$ cat config.mk
export PLATFORM = sky130hd
export DESIGN_NAME = sti_req_scheduler
export DESIGN_NICKNAME = d
export VERILOG_FILES = /design/src/rtl/sti_pkg.sv /design/src/rtl/rr_arb.sv /design/src/rtl/sti_req_scheduler.sv
export SDC_FILE = /design/constraint.sdc
export NUM_CORES = 1
export LEC_CHECK = 0
export BUFFER_PORTS_ARGS = -buffer_cell sky130_fd_sc_hd__buf_4
export CAP_MARGIN = 20
export CORE_MARGIN = 1.5
export CORE_UTILIZATION = 29
export DETAILED_ROUTE_END_ITERATION = 10
export REMOVE_ABC_BUFFERS = 1
export SETUP_SLACK_MARGIN = 0.15
export SLEW_MARGIN = 5
export SYNTH_ARGS = -nofsm -noshare
export SYNTH_HDL_FRONTEND = slang
export SYNTH_SLANG_ARGS = --single-unit
$ cat constraint.sdc
create_clock -name clk -period 2.7 [get_ports clk]
set_clock_uncertainty 0.05 [all_clocks]
set_input_delay 0.405 -clock clk [delete_from_list [all_inputs] [get_ports clk]]
set_output_delay 0.405 -clock clk [all_outputs]
set_load 0.02 [all_outputs]
$ cat src/rtl/sti_pkg.sv
// rtl/sti_pkg.sv - length codes, frame sizing and FSM states for the request scheduler
package sti_pkg;

  localparam logic [1:0] LEN8  = 2'd0;
  localparam logic [1:0] LEN16 = 2'd1;
  localparam logic [1:0] LEN24 = 2'd2;
  localparam logic [1:0] LEN32 = 2'd3;

  // ST_ prefix keeps the GAP state distinct from the GAP parameter of the top
  typedef enum logic [1:0] {
    ST_IDLE,
    ST_WAIT_START,
    ST_SHIFT,
    ST_GAP
  } state_t;

  // 8 * (len + 1): 8/16/24/32
  function automatic logic [5:0] frame_bits(input logic [1:0] len);
    return {1'b0, len, 3'b000} + 6'd8;
  endfunction

endpackage

$ cat src/rtl/rr_arb.sv
// rtl/rr_arb.sv - round-robin arbiter: first set request at or after ptr, wrapping
module rr_arb #(
  parameter int N  = 4,
  parameter int IW = 2
) (
  input  logic [N-1:0]  req,
  input  logic [IW-1:0] ptr,
  output logic [N-1:0]  grant,
  output logic [IW-1:0] idx,
  output logic          any
);

  logic [IW-1:0] j;

  always_comb begin
    grant = '0;
    idx   = '0;
    any   = 1'b0;
    j     = '0;
    for (int i = 0; i < N; i++) begin
      j = IW'((int'(ptr) + i) % N);
      if (!any && req[j]) begin
        any      = 1'b1;
        grant[j] = 1'b1;
        idx      = j;
      end
    end
  end

endmodule

$ cat src/rtl/sti_req_scheduler.sv
// rtl/sti_req_scheduler.sv - round-robin sharing of one serial transmitter between requesters
module sti_req_scheduler
  import sti_pkg::*;
#(
  parameter int NUM_REQ  = 4,
  parameter int START_TO = 8,
  parameter int GAP      = 1,
  localparam int IW      = $clog2(NUM_REQ)
) (
  input  logic                 clk,
  input  logic                 reset,
  input  logic [NUM_REQ-1:0]   req_valid,
  input  logic [16*NUM_REQ-1:0] req_data,
  input  logic [2*NUM_REQ-1:0] req_len,
  input  logic [NUM_REQ-1:0]   req_low,
  input  logic [NUM_REQ-1:0]   req_msb,
  input  logic [NUM_REQ-1:0]   req_fill,
  input  logic [NUM_REQ-1:0]   req_last,
  output logic [NUM_REQ-1:0]   req_ready,
  output logic                 load,
  output logic [15:0]          pi_data,
  output logic [1:0]           pi_length,
  output logic                 pi_low,
  output logic                 pi_msb,
  output logic                 pi_fill,
  output logic                 pi_end,
  input  logic                 so_valid,
  output logic                 busy,
  output logic [IW-1:0]        grant_id,
  output logic                 err_timeout,
  output logic                 err_len
);

  logic [15:0] data_a [NUM_REQ];
  logic [1:0]  len_a  [NUM_REQ];

  for (genvar g = 0; g < NUM_REQ; g++) begin : g_unpack
    assign data_a[g] = req_data[16*g +: 16];
    assign len_a[g]  = req_len[2*g +: 2];
  end

  state_t        state, state_n;
  logic [7:0]    cnt, cnt_n;
  logic [5:0]    exp_bits, exp_bits_n;
  logic          last_q, last_n;
  logic [IW-1:0] ptr, ptr_n;

  logic [NUM_REQ-1:0] req_ready_n;
  logic               load_n, pi_end_n, err_timeout_n, err_len_n;
  logic [15:0]        pi_data_n;
  logic [1:0]         pi_length_n;
  logic               pi_low_n, pi_msb_n, pi_fill_n;
  logic [IW-1:0]      grant_id_n;

  logic [NUM_REQ-1:0] arb_grant;
  logic [IW-1:0]      arb_idx;
  logic               arb_any;

  rr_arb #(.N(NUM_REQ), .IW(IW)) u_arb (
    .req   (req_valid),
    .ptr   (ptr),
    .grant (arb_grant),
    .idx   (arb_idx),
    .any   (arb_any)
  );

  always_comb begin
    state_n       = state;
    cnt_n         = cnt;
    exp_bits_n    = exp_bits;
    last_n        = last_q;
    ptr_n         = ptr;
    req_ready_n   = '0;
    load_n        = 1'b0;
    pi_end_n      = 1'b0;
    err_timeout_n = err_timeout;
    err_len_n     = err_len;
    pi_data_n     = pi_data;
    pi_length_n   = pi_length;
    pi_low_n      = pi_low;
    pi_msb_n      = pi_msb;
    pi_fill_n     = pi_fill;
    grant_id_n    = grant_id;
    case (state)
      ST_IDLE: begin
        if (arb_any) begin
          req_ready_n = arb_grant;
          load_n      = 1'b1;
          grant_id_n  = arb_idx;
          pi_data_n   = data_a[arb_idx];
          pi_length_n = len_a[arb_idx];
          pi_low_n    = req_low[arb_idx];
          pi_msb_n    = req_msb[arb_idx];
          pi_fill_n   = req_fill[arb_idx];
          exp_bits_n  = frame_bits(len_a[arb_idx]);
          last_n      = req_last[arb_idx];
          ptr_n       = (arb_idx == IW'(NUM_REQ - 1)) ? '0 : arb_idx + 1'b1;
          cnt_n       = '0;
          state_n     = ST_WAIT_START;
        end
      end
      ST_WAIT_START: begin
        if (so_valid) begin
          cnt_n   = 8'd1;
          state_n = ST_SHIFT;
        end else if (cnt == 8'(START_TO - 1)) begin
          err_timeout_n = 1'b1;
          cnt_n         = '0;
          state_n       = (GAP == 0) ? ST_IDLE : ST_GAP;
        end else begin
          cnt_n = cnt + 8'd1;
        end
      end
      ST_SHIFT: begin
        if (so_valid) begin
          if (cnt != 8'hFF) cnt_n = cnt + 8'd1;
        end else begin
          if (cnt != {2'b00, exp_bits}) err_len_n = 1'b1;
          // registered, so it lands in the first cycle after the frame
          pi_end_n = last_q;
          cnt_n    = '0;
          state_n  = (GAP == 0) ? ST_IDLE : ST_GAP;
        end
      end
      ST_GAP: begin
        if (cnt == 8'(GAP - 1)) begin
          cnt_n   = '0;
          state_n = ST_IDLE;
        end else begin
          cnt_n = cnt + 8'd1;
        end
      end
      default: state_n = ST_IDLE;
    endcase
  end

  always_ff @(posedge clk or posedge reset) begin
    if (reset) begin
      state       <= ST_IDLE;
      cnt         <= '0;
      exp_bits    <= '0;
      last_q      <= 1'b0;
      ptr         <= '0;
      req_ready   <= '0;
      load        <= 1'b0;
      pi_end      <= 1'b0;
      err_timeout <= 1'b0;
      err_len     <= 1'b0;
      pi_data     <= '0;
      pi_length   <= '0;
      pi_low      <= 1'b0;
      pi_msb      <= 1'b0;
      pi_fill     <= 1'b0;
      grant_id    <= '0;
    end else begin
      state       <= state_n;
      cnt         <= cnt_n;
      exp_bits    <= exp_bits_n;
      last_q      <= last_n;
      ptr         <= ptr_n;
      req_ready   <= req_ready_n;
      load        <= load_n;
      pi_end      <= pi_end_n;
      err_timeout <= err_timeout_n;
      err_len     <= err_len_n;
      pi_data     <= pi_data_n;
      pi_length   <= pi_length_n;
      pi_low      <= pi_low_n;
      pi_msb      <= pi_msb_n;
      pi_fill     <= pi_fill_n;
      grant_id    <= grant_id_n;
    end
  end

  assign busy = (state != ST_IDLE);

endmodule

# After elaboration in Yosys (flattened, before gate mapping)
# Cells that the tools add are included.
# word_totals
ff_bits	50
input_bits	95
elab_cells	129
out_inout_bits	32
# op_classes
n_lt_le_gt_ge	10
n_eq_ne	12
reduce_logical	18
add_sub_neg	6
n_mux	62
n_bitwise	5
# op_table
operator	count
8-bit 2-to-1 mux	6
16-bit binary-select mux with 2-bit select	1
16-bit 2-to-1 mux	2
8-bit case mux with 4 select lines	1
2-bit 2-to-1 mux	12
4-bit 2-to-1 mux	6
1-bit 2-to-1 mux	20
1-bit binary-select mux with 2-bit select	8
2-bit by 3-bit < comparator with 1-bit output, second input constant	5
4-bit OR	3
8-bit by 1-bit adder with 8-bit output, second input constant	1
1-bit demux with 2-bit select	4
8-bit by 3-bit equality test with 1-bit output, second input constant	1
2-bit by 1-bit >= comparator with 1-bit output, second input constant	4
8-bit zero test	1
8-bit by 6-bit != test with 1-bit output	1
8-bit != test, second input constant	1
2-bit case mux with 4 select lines	1
1-bit logical AND	7
5-bit by 4-bit adder with 6-bit output, second input constant	1
2-bit equality test, second input constant	3
2-bit != test, second input constant	3
3-bit != test, second input constant	2
3-bit AND reduction	2
12 further kinds	17

# Logic depth before layout (Yosys ltp)
# Gate-level depths: netlist (run 1).
# depth
depth_word	17
ltp_mapped	12
ltp_nobuf	9

# Cells and area by module
# From an unflattened synthesis (run 1), not the netlist that was laid out.
# unflattened
cells_unflattened	246
hier_area_um2	3051.7
# by_module_without_submodules
module	area_per_inst_um2	cells_per_inst	instances	seq_area_each_um2
sti_req_scheduler	2630.0	201	1	1176.1
rr_arb	421.7	45	1	0.0

# Worst setup path after synthesis (run 1)
# No wires, ideal clock.
# synth_path
path_kind	reg2reg
startpoint	register ptr[0]
endpoint	register pi_data[0]
n_path_buf	3
setup_time_ns	0.077
t_required_ns	2.573
synth_period_minus_slack_ns	3.011
arrival_time_ns	2.885
stages_incl_launch_ff	13
setup_slack_ns	-0.311
cell_sequence	dfrtp_1 > buf_4 > buf_4 > inv_1 > ha_1 > and4bb_2 > o21ai_2 > and4_1 > nor2_1 > a21oi_2 > buf_6 > mux2_4 > o21ai_1
# synth_between
elab_chain_cells	16
elab_cells_between_ends	30
cone_classes	add/sub (3); mux (19); bitwise (1); reduce/logical (7)
# synth_lines
element	line_no	source
start: declaration	sti_req_scheduler.sv:46	logic [IW-1:0] ptr, ptr_n;
start signal: assignment	sti_req_scheduler.sv:160	ptr <= ptr_n;
branches (longest 16 deep; another with 2-bit by 1-bit adder with 2-bit output)	-	
end signal: assignment	sti_req_scheduler.sv:166	pi_data <= pi_data_n;
end: declaration	sti_req_scheduler.sv:21	output logic [15:0] pi_data,
# Parallel ways; which one is timed is not known. The select of a mux whose other input is x is not followed.
# A chain may end at the register's enable or synchronous reset.

# Final worst setup path (run 1)
# layout_path
startpoint	register ptr[0]
endpoint	register exp_bits[4]
# layout_between
elab_chain_cells	17
elab_cells_between_ends	31
cone_classes	add/sub (4); mux (19); bitwise (1); reduce/logical (7)
# layout_lines
element	line_no	source
branches (longest 17 deep; another with 2-bit by 1-bit adder with 2-bit output)	-	
end signal: assignment	sti_req_scheduler.sv:158	exp_bits <= exp_bits_n;
end: declaration	sti_req_scheduler.sv:44	logic [5:0] exp_bits, exp_bits_n;
# Parallel ways; which one is timed is not known. The select of a mux whose other input is x is not followed.

==> results of run 1 <==
metal layers:
layer	global-route usage, %	vias to the layer above	wire, µm
met2	25.4	81	4860
met4	3.83	0	63
met1	16.3	1545	3890
met5	0	-	0
met3	3.60	5	591
li1	-	1643	-
final cells by class:
type	instances	area (µm²)	area share [%]
Sequential cell	47	1180	22.5
Clock buffer	6	139	2.66
Clock inverter	2	35.0	0.670
Tap cell	168	210	4.02
Inverter	13	48.8	0.933
Timing Repair Buffer	164	1350	25.7
Multi-Input combinational cell	290	2270	43.5
worst min-delay path by stage:
stage	start	endpoint	slack, ns	cells past startpoint
after CTS	reset	cnt[2]$_DFFE_PP0P_	0.25	3
final	reset	cnt[2]$_DFFE_PP0P_	0.23	3
after global placement	err_len$_DFFE_PP0P_	err_len$_DFFE_PP0P_	0.41	1
after floorplan	last_q$_DFFE_PP0P_	last_q$_DFFE_PP0P_	0.39	2
after detailed placement	last_q$_DFFE_PP0P_	last_q$_DFFE_PP0P_	0.42	2
after global routing	reset	cnt[2]$_DFFE_PP0P_	0.28	3
cell families after synthesis:
family                     after synthesis  share of synthesized area [%]
muxes                                   69                           22.8
and+or+nand+nor                        123                           17.5
buffers and inverters                   36                           6.11
DFF                                     47                           32.6
xor gates and xnor gates                 6                           1.46
adders and majority gates               14                           4.86
AOI/OAI and AO/OA                       78                           14.6
critical path, delay by kind of cell (launching register included):
family          cells  cell delay (ns)
mux                 1             0.34
flops               1             0.40
buf+inv             4             0.53
xor+xnor            1             0.18
compound gates      2             0.46
simple gates        3             0.47
metrics by stage:
stage               setup WS, ns  cell area, µm²
floorplan                  -1.54            3430
global placement           0.120            4810
detailed placement      -0.00197            4810
CTS                        0.121            5100
global route              0.0553            5230
finish                     0.160            5230
synth_stat cells (2+ instances only):
library cell  number
nor3b_1            7
buf_2              2
inv_1             13
and3b_1            2
nand4_1            8
buf_6              8
nor2b_1            3
a21boi_0           4
o21ai_1           20
a31o_2             2
buf_4              6
a21o_1             2
mux2_4            17
o21ai_2            3
o21ai_0           15
nand2_1           43
nor3_1             8
mux2i_1           44
nand2b_1           6
mux4_2             2
a31oi_1            4
nor2_1            26
mux2_2             5
clkbuf_1           7
nand3b_1           3
a22oi_1            4
a211oi_2           2
and3_1             5
o31ai_1            4
xor2_1             2
nand3_1            2
a21oi_1            3
dfrtp_1           47
xnor2_1            4
a221oi_1           4
ha_1              14
registers in the layout, indices dropped and copies added (netlist names), 2 cells and up:
signal / count
cnt: 8
state: 2
exp_bits: 3
pi_data: 16
grant_id: 2
ptr: 2
req_ready: 4
pi_length: 2
report_power, final:
group	internal [W]	total, W	switching, W	leakage, nW
logic	0.00233	0.00447	0.00215	1.94
clock network	0.000461	0.000722	0.000262	0.0868
registers	0.000982	0.00115	0.000168	0.596
total	0.00377	0.00635	0.00258	2.62
timing repair:
item | in CTS | in global routing
pin swaps | 2 | 10
setup endpoints to repair | 24 | 24
setup buffers | 11 | 5
gates resized for setup | 6 | 15
gates cloned | 1 | 1
cell usage in the layout, fill, tap and decap left out, types with 5 or more instances in the layout:
| cell | instances |
|---|---|
| mux2_4 | 17 |
| mux2i_1 | 43 |
| nor3_1 | 8 |
| nor2_1 | 25 |
| and3_1 | 5 |
| ha_1 | 13 |
| buf_4 | 153 |
| inv_1 | 12 |
| o21ai_0 | 15 |
| nand4_1 | 8 |
| dfrtp_1 | 47 |
| nand2b_1 | 5 |
| o21ai_1 | 20 |
| mux2_2 | 5 |
| buf_12 | 5 |
| clkbuf_16 | 6 |
| nand2_1 | 43 |
| nor3b_1 | 5 |
==> out/qor.csv, run 1 <==
metric,value,unit
status,finished clean,
io_buffers,126,
slew_headroom,59.3,%
cts_htree_levels,2,
tns,0,ns
crit_required,2.82,ns
std_cell_rows,40,
synth-seq-cells,47,
fin_util,43.4,%
grt_util_all_layers,14.0,%
max_cap_viol_count,0,
final_nets,630,
clock_path_buffers,2,
synth_cell_types,58,
path_clk_slew,0.06,ns
ys_seq_area_share,32.6,%
cts_tree,yes,
crit_path_cell_trace,buf_6 > buf_12 > buf_4 > mux4_2 > buf_6 > nor3b_2 > a211oi_2 > nand3b_1 > xor2_1 > and3_1 > a221o_1,
slew_violations,0,
wl,9410,µm
synth_warnings,0,
worstPathArrival,2.66,ns
leakage,2.62,nW
fin_crit_sh,94.1,%
hpwlAfterDp,7030,µm
vias_per_cell,4.74,
grt_pass1_vias,3243,
timing.fmax,394,MHz
cts_hold_buf,0,
start_util,29.9,%
dieArea,13100,µm²
cts_root_buf,clkbuf_16,
numCtsBuffers,5,
synth_area_per_cell,9.66,µm²
setup_violations,0,
crit_path_frequent_cell,buf_6,
power,0.00635,W
critical_path.max_fanout,8,
synth_area_leaders,"dfrtp_1, mux2i_1, mux2_4",
ant_nets,0,
hold_slack,0.235,ns
worstReg2RegStart,ptr[0]$_DFFE_PP0P_,
min_path_type,in2async,
async_reset_ff_share,100,%
nFillCells,1185,
grt_max_degree,48,
layoutNonFillerInstCount,690,
slowest_stage,dfrtp_1,
gp_congestion,0.797,
finalHoldViolCount,0,
r2r-end,exp_bits[4]$_DFFE_PP0P_,
cts.sinks,47,
die_h,114,µm
firstDrtPassIters,4,
dp_cells,664,
drc,0,
fin_crit,2.54,ns
synthToLayoutAreaGrowth,45.1,%
crit_end,exp_bits[4]$_DFFE_PP0P_,
reg2reg_depth,11,
clk_latency,0.29,ns
core_area,12100,µm²
yosysTopAreaCell,dfrtp_1,
rsz0062_at_grt,true,
path_class,reg2reg,
synth_top_area_share,32.6,%
r2r_slack,0.16,ns
powerDensity,1210,nW/µm²
vias,3274,
critical_path.max_stage_delay,0.40,ns
syn_inst,373,
synth_area,3600,µm²
grt.overflow.total,0,
drt_iter0_drc,105,
end_kind,register,
tightest_slew,0.611,ns
synth_edf_count,0,
drive_above_1_share,42.9,%
critPathLaunchType,register,
grt_pass1_wl,14900,µm
wl_per_cell,13.6,µm
synth_ff_type,dfrtp_1,
vdd.ir_drop.worst,0.000358,V
startpoint,ptr[0]$_DFFE_PP0P_,
die_w,114,µm
io_pins,127,
antenna_cells,0,
antenna_found_initial,0,
No activity file was read; power rests on OpenSTA's default activity.
==> run 2, diff against run 1 <==
--- a/config.mk
+++ b/config.mk
@@ -5,7 +5,7 @@
 export SDC_FILE = /design/constraint.sdc
 export NUM_CORES = 1
 export LEC_CHECK = 0
-export BUFFER_PORTS_ARGS = -buffer_cell sky130_fd_sc_hd__buf_4
+export BUFFER_PORTS_ARGS = -buffer_cell sky130_fd_sc_hd__buf_2
 export CAP_MARGIN = 20
 export CORE_MARGIN = 1.5
 export CORE_UTILIZATION = 29
==> run 2 against run 1 <==
Clock power down 17%. Register-to-register slack better by 0.03 ns. Setup slack gained 0.029 ns. Hold slack worse by 0.11 ns. Core utilization shrank 3.9 points. Largest power group unchanged.
==> out/qor.csv, run 2 (synthesized netlist as in run 1, its figures left out) <==
metric,value,unit
final_nets,626,
antenna_cells,0,
tns,0,ns
cts_tree,yes,
drc,0,
grt_pass1_wl,14500,µm
largest_reg_flops,16,
synthToLayoutAreaGrowth,32.1,%
end_kind,register,
vdd.ir_drop.worst,0.000457,V
status,finished clean,
timing.fmax,398,MHz
cts_root_buf,clkbuf_16,
crit_path_cell_trace,buf_6 > mux4_2 > buf_6 > buf_6 > a21boi_4 > a211oi_2 > nand3b_1 > mux2i_1 > and2_1 > nor2_1,
powerDensity,1200,nW/µm²
io_buffers,126,
clk_latency,0.28,ns
finalHoldViolCount,0,
drive_above_1_share,41.9,%
critPathLaunchType,register,
setup_violations,0,
cp.buffers_inverters,3,
wl,9230,µm
fin_util,39.5,%
gp_congestion,0.814,
top_regs,"pi_data: 16 flops, cnt: 8 flops, req_ready: 4 flops",
dieArea,13100,µm²
fin_crit,2.51,ns
path_clk_slew,0.06,ns
vias_per_cell,4.78,
crit_path_frequent_cell,buf_6,
ant_nets,0,
grt_max_degree,35,
regMostFlops,pi_data,
crit_required,2.83,ns
tightest_slew,0.580,ns
antenna_found_initial,0,
start_util,29.9,%
cts.sinks,47,
mostFrequentLayoutCells,"buf_2, dfrtp_1, mux2i_1, nand2_1, buf_4",
cts_hold_buf,0,
firstDrtPassIters,4,
wl_per_cell,13.5,µm
nFillCells,1222,
std_cell_rows,40,
slowest_stage,mux4_2,
core_area,12100,µm²
max_cap_viol_count,0,
hpwlAfterDp,6950,µm
path_class,reg2reg,
leakage,2.46,nW
vias,3282,
grt_pass1_vias,3166,
stdcell_area,4760,µm²
min_path_type,in2async,
worstPathArrival,2.64,ns
rsz0062_at_grt,true,
layout_commonest_cell,buf_2,
slew_headroom,61.3,%
placedInstanceArea,4490,µm²
grt.overflow.total,0,
die_w,114,µm
clock_path_buffers,2,
critical_path.max_stage_delay,0.56,ns
cp_top_family,multiplexers,
drt_iter0_drc,107,
critical_path.max_fanout,6,
cts_htree_levels,2,
fin_crit_sh,93.0,%
grt_util_all_layers,13.7,%
slew_violations,0,
die_h,114,µm
io_pins,127,
numCtsBuffers,5,
run 2: changes by cell type in the layout (fill, tap and decap cells not counted), moves of 2 or more:
cell	before	now
a21boi_0	0	2
a21boi_1	3	1
buf_12	5	2
buf_2	0	128
buf_4	153	27
clkinv_2	1	3
run 2: repair_timing:
| action | 4_1_cts | 5_1_grt |
|---|---|---|
| cloned | 0 | 2 |
| setup buffers | 2 | 7 |
| setup endpoints to repair | 5 | 19 |
| pin swaps | 0 | 5 |
| resized for setup | 1 | 13 |
run 2: power by group:
group / internal, W / leakage [nW] / switching [W]
sequential: 0.000981 / 0.596 / 0.000161
combinational: 0.00190 / 1.79 / 0.00207
clock: 0.000338 / 0.0733 / 0.000261
total: 0.00322 / 2.46 / 0.00249
run 2: worst register-to-register path, delay by kind of cell, from the launching register on:
| family | cells | cell delay, ns |
|---|---|---|
| multiplexers | 2 | 0.79 |
| buffers and inverters | 3 | 0.42 |
| flip-flops | 1 | 0.40 |
| AND/OR/NAND/NOR | 3 | 0.40 |
| AO/OA/AOI/OAI | 2 | 0.34 |
run 2: cell type report:
type / instances / area (µm²) / share of cell area [%]
Clock buffer: 5 / 125 / 2.63
Clock inverter: 3 / 15.0 / 0.315
Inverter: 13 / 48.8 / 1.02
Multi-Input combinational cell: 290 / 2270 / 47.7
Sequential cell: 47 / 1180 / 24.7
Tap cell: 168 / 210 / 4.41
Timing Repair Buffer: 160 / 917 / 19.3
run 2: final timing paths:
kind	startpoint	depth (start not counted)	slack, ns	to
worst max-delay path	ptr[0]$_DFFE_PP0P_	10	0.19	pi_length[0]$_DFFE_PP0P_
worst min-delay path	reset	2	0.13	pi_end$_DFF_PP0_
worst max register to register	ptr[0]$_DFFE_PP0P_	10	0.19	pi_length[0]$_DFFE_PP0P_
worst min register to register	err_len$_DFFE_PP0P_	1	0.42	err_len$_DFFE_PP0P_
max in group asynchronous	reset	3	1.83	last_q$_DFFE_PP0P_
min in group clk	err_len$_DFFE_PP0P_	1	0.42	err_len$_DFFE_PP0P_
run 2: metrics by stage:
stage	hold slack (ns)	setup slack, ns	instances	power, W
2_1_floorplan	0.393	-1.54	350	0.00383
5_1_grt	0.184	0.0734	686	0.00618
6_report	0.127	0.189	686	0.00571
3_5_place_dp	0.412	0.0775	667	0.00491
4_1_cts	0.158	0.145	677	0.00557
3_3_place_gp	0.405	0.147	667	0.00482
run 2: routing by layer:
layer,share of wire [%],track usage (%),up-vias
li1,-,-,1633
met1,43,16.5,1555
met2,52,24.7,87
met3,4.2,2.65,7
met4,0.96,3.75,0
met5,0,0,-
==> run 3, diff against run 2 <==
--- a/config.mk
+++ b/config.mk
@@ -5,10 +5,12 @@
 export SDC_FILE = /design/constraint.sdc
 export NUM_CORES = 1
 export LEC_CHECK = 0
+export ABC_AREA = 1
 export BUFFER_PORTS_ARGS = -buffer_cell sky130_fd_sc_hd__buf_2
 export CAP_MARGIN = 20
 export CORE_MARGIN = 1.5
 export CORE_UTILIZATION = 29
+export CTS_BUF_LIST = sky130_fd_sc_hd__clkbuf_16
 export DETAILED_ROUTE_END_ITERATION = 10
 export REMOVE_ABC_BUFFERS = 1
 export SETUP_SLACK_MARGIN = 0.15
==> run 3 against run 2 <==
Combinational power rose by 14%. Non-clock buffer count fell by 15. Highest routed layer unchanged. Largest power group unchanged. Sequential cell count did not move. Hold slack improved by 0.11 ns. Setup slack improved by 0.086 ns. Cell area fell by 9.4%. Via count rose by 2.9%. Global-route usage rose by 2.5 points. Critical endpoint is now pi_data[2]$_DFFE_PP0P_. Cell count rose by 3.4%. Register-to-register slack improved by 0.09 ns. Sequential power barely moved.
==> out/qor.csv, run 3 <==
metric,value,unit
status,finished clean,
clock_path_buffers,2,
cts.sinks,47,
cts_htree_levels,2,
fin_crit,2.42,ns
grt_pass1_wl,15200,µm
rsz0062_at_grt,true,
path_class,reg2reg,
clockPowerShare,9.4,%
crit_path_cell_trace,inv_1 > ha_4 > inv_1 > nand3_1 > nand2_1 > inv_2 > nor2_8 > nand2_1 > nand2_1 > nand2_4 > nand2_8 > buf_4 > or2_0 > a21oi_1 > a21oi_1,
mostFrequentLayoutCells,"buf_2, nand2_1, inv_1, nor2_1, dfrtp_1",
vias_per_cell,4.76,
synth-seq-cells,47,
critPathLaunchType,register,
synth_top_area_share,35.8,%
crit_required,2.82,ns
pwr-share-comb,72.0,%
regMostFlops,pi_data,
antenna_found_initial,0,
firstDrtPassIters,4,
syn_inst,430,
gp_congestion,0.831,
synthTopCellsByCount,"nand2_1, inv_1, nor2_1",
grt_max_degree,48,
start_util,30.0,%
critical_path.max_fanout,13,
drc,0,
powerDensity,1450,nW/µm²
tns,0,ns
grt.overflow.total,0,
synth_area,3280,µm²
cts_hold_buf,0,
final_nets,676,
end_kind,register,
drive_above_1_share,34.3,%
async_reset_ff_share,100,%
synth_edf_count,0,
wl_per_cell,13.4,µm
top_regs,"pi_data: 16 flops, cnt: 8 flops, req_ready: 4 flops",
layout_commonest_cell,buf_2,
vias,3378,
synth_cell_types,40,
p_sw,0.00324,W
dieArea,12000,µm²
ys_seq_area_share,35.8,%
leakage,2.26,nW
max_cap_viol_count,0,
synth_warnings,0,
largest_reg_flops,16,
synthToLayoutAreaGrowth,31.5,%
slew_violations,0,
place_ws,0.113,ns
clk_latency,0.29,ns
synth_ff_type,dfrtp_1,
synth_area_per_cell,7.64,µm²
synth_most_common_cell,nand2_1,
met2_length,4490,µm
numCtsBuffers,5,
swShare,51.7,%
slowest_stage,dfrtp_2,
io_pins,127,
std_cell_rows,38,
setup_slack,0.275,ns
top_layer,met4,
path_clk_slew,0.07,ns
io_buffers,126,
reg2reg_depth,15,
die_w,109,µm
dr_wl_met3,796,µm
worstPathArrival,2.54,ns
grt_pass1_vias,3239,
tightest_slew,0.624,ns
ant_nets,0,
hpwlAfterDp,7370,µm
vdd.ir_drop.worst,0.000892,V
setup_violations,0,
seqPwrFrac,18.5,%
p_int,0.00302,W
wl,9490,µm
synth_area_leaders,"dfrtp_1, nand2_1, inv_1",
grt_util_all_layers,16.2,%
drt_iter0_drc,139,
fin_crit_sh,89.8,%
cts_root_buf,clkbuf_16,
timing.fmax,412,MHz
critical_path.max_stage_delay,0.37,ns
wl_met1,4110,µm
finalHoldViolCount,0,
core_area,10900,µm²
cts_tree,yes,
die_h,109,µm
yosysTopAreaCell,dfrtp_1,
min_path_type,in2async,
crit_path_frequent_cell,nand2_1,
slew_headroom,58.4,%
-- run 3: changes by cell type after synthesis, moves of 11 or more --
cell,delta
a21oi_1,+32
inv_1,+37
mux2_4,-17
mux2i_1,-44
nand2_1,+24
nand2_2,+12
nand3_1,+19
nor2_1,+24
o211ai_1,+12
o21ai_0,+15
or2_0,+11
-- run 3: layer usage --
metal | GRT usage, % | vias up
met5 | 0 | -
met4 | 3.99 | 0
met3 | 4.21 | 7
met2 | 27.0 | 149
met1 | 20.8 | 1536
li1 | - | 1686
-- run 3: cells by family after synthesis --
kind of cell    count (synthesis)  share of synthesized area, %
simple gates                  184                          27.4
compound gates                109                          20.6
buf+inv                        73                          10.1
flops                          47                          35.8
fa+ha+maj                      14                          5.33
xor+xnor                        3                         0.800
-- run 3: critical path: cells and delay by family (launching register included) --
family	cells	cell delay, ns
AND/OR/NAND/NOR	8	0.90
buffers and inverters	4	0.47
flip-flops	1	0.37
adder cells (fa/ha/maj)	1	0.28
AO/OA/AOI/OAI	2	0.24
-- run 3: final cells by class --
cell class	instances	area, µm²
Multi-Input combinational cell	310	1800
Clock inverter	3	11.3
Timing Repair Buffer	145	807
Fill cell	1125	6620
Clock buffer	5	125
Sequential cell	47	1180
Tap cell	140	175
Antenna cell	1	2.50
Inverter	58	223
-- run 3: power groups by stage --
| stage | combinational [W] | clock (W) | sequential (W) |
|---|---|---|---|
| after CTS | 0.00417 | 0.000609 | 0.00118 |
| final | 0.00451 | 0.000592 | 0.00116 |
| after floorplan | 0.00264 | 0 | 0.00141 |
| after global placement | 0.00406 | 0 | 0.00118 |
| after detailed placement | 0.00415 | 0 | 0.00118 |
| after global routing | 0.00506 | 0.000639 | 0.00119 |
-- run 3: timing repair --
item | in CTS | in global routing
gates cloned | 0 | 1
setup buffers | 0 | 7
pin swaps | 0 | 1
gates resized for setup | 2 | 4
hold endpoints to repair | 0 | 0
setup endpoints to repair | 15 | 24
-- run 3: final timing paths --
check	slack, ns	startpoint	endpoint
max in group asynchronous	1.93	reset	ptr[1]$_DFFE_PP0P_
worst max register to register	0.28	ptr[1]$_DFFE_PP0P_	pi_data[2]$_DFFE_PP0P_
worst min register to register	0.42	err_len$_DFFE_PP0P_	err_len$_DFFE_PP0P_
worst max-delay path	0.28	ptr[1]$_DFFE_PP0P_	pi_data[2]$_DFFE_PP0P_
worst min-delay path	0.23	reset	cnt[2]$_DFFE_PP0P_
min in group clk	0.29	req_data[20]	pi_data[4]$_DFFE_PP0P_
-- run 3: stage by stage --
step                util (%)  std cells  hold slack [ns]  total power (W)  instance area (µm²)
detailed placement      37.2        692            0.412          0.00533                 4070
finish                  39.5        709            0.232          0.00627                 4320
global route            39.5        708            0.294          0.00689                 4320
CTS                     38.5        700            0.255          0.00596                 4210
floorplan                  -        415            0.419          0.00405                 3170
global placement        37.2        692            0.409          0.00524                 4070
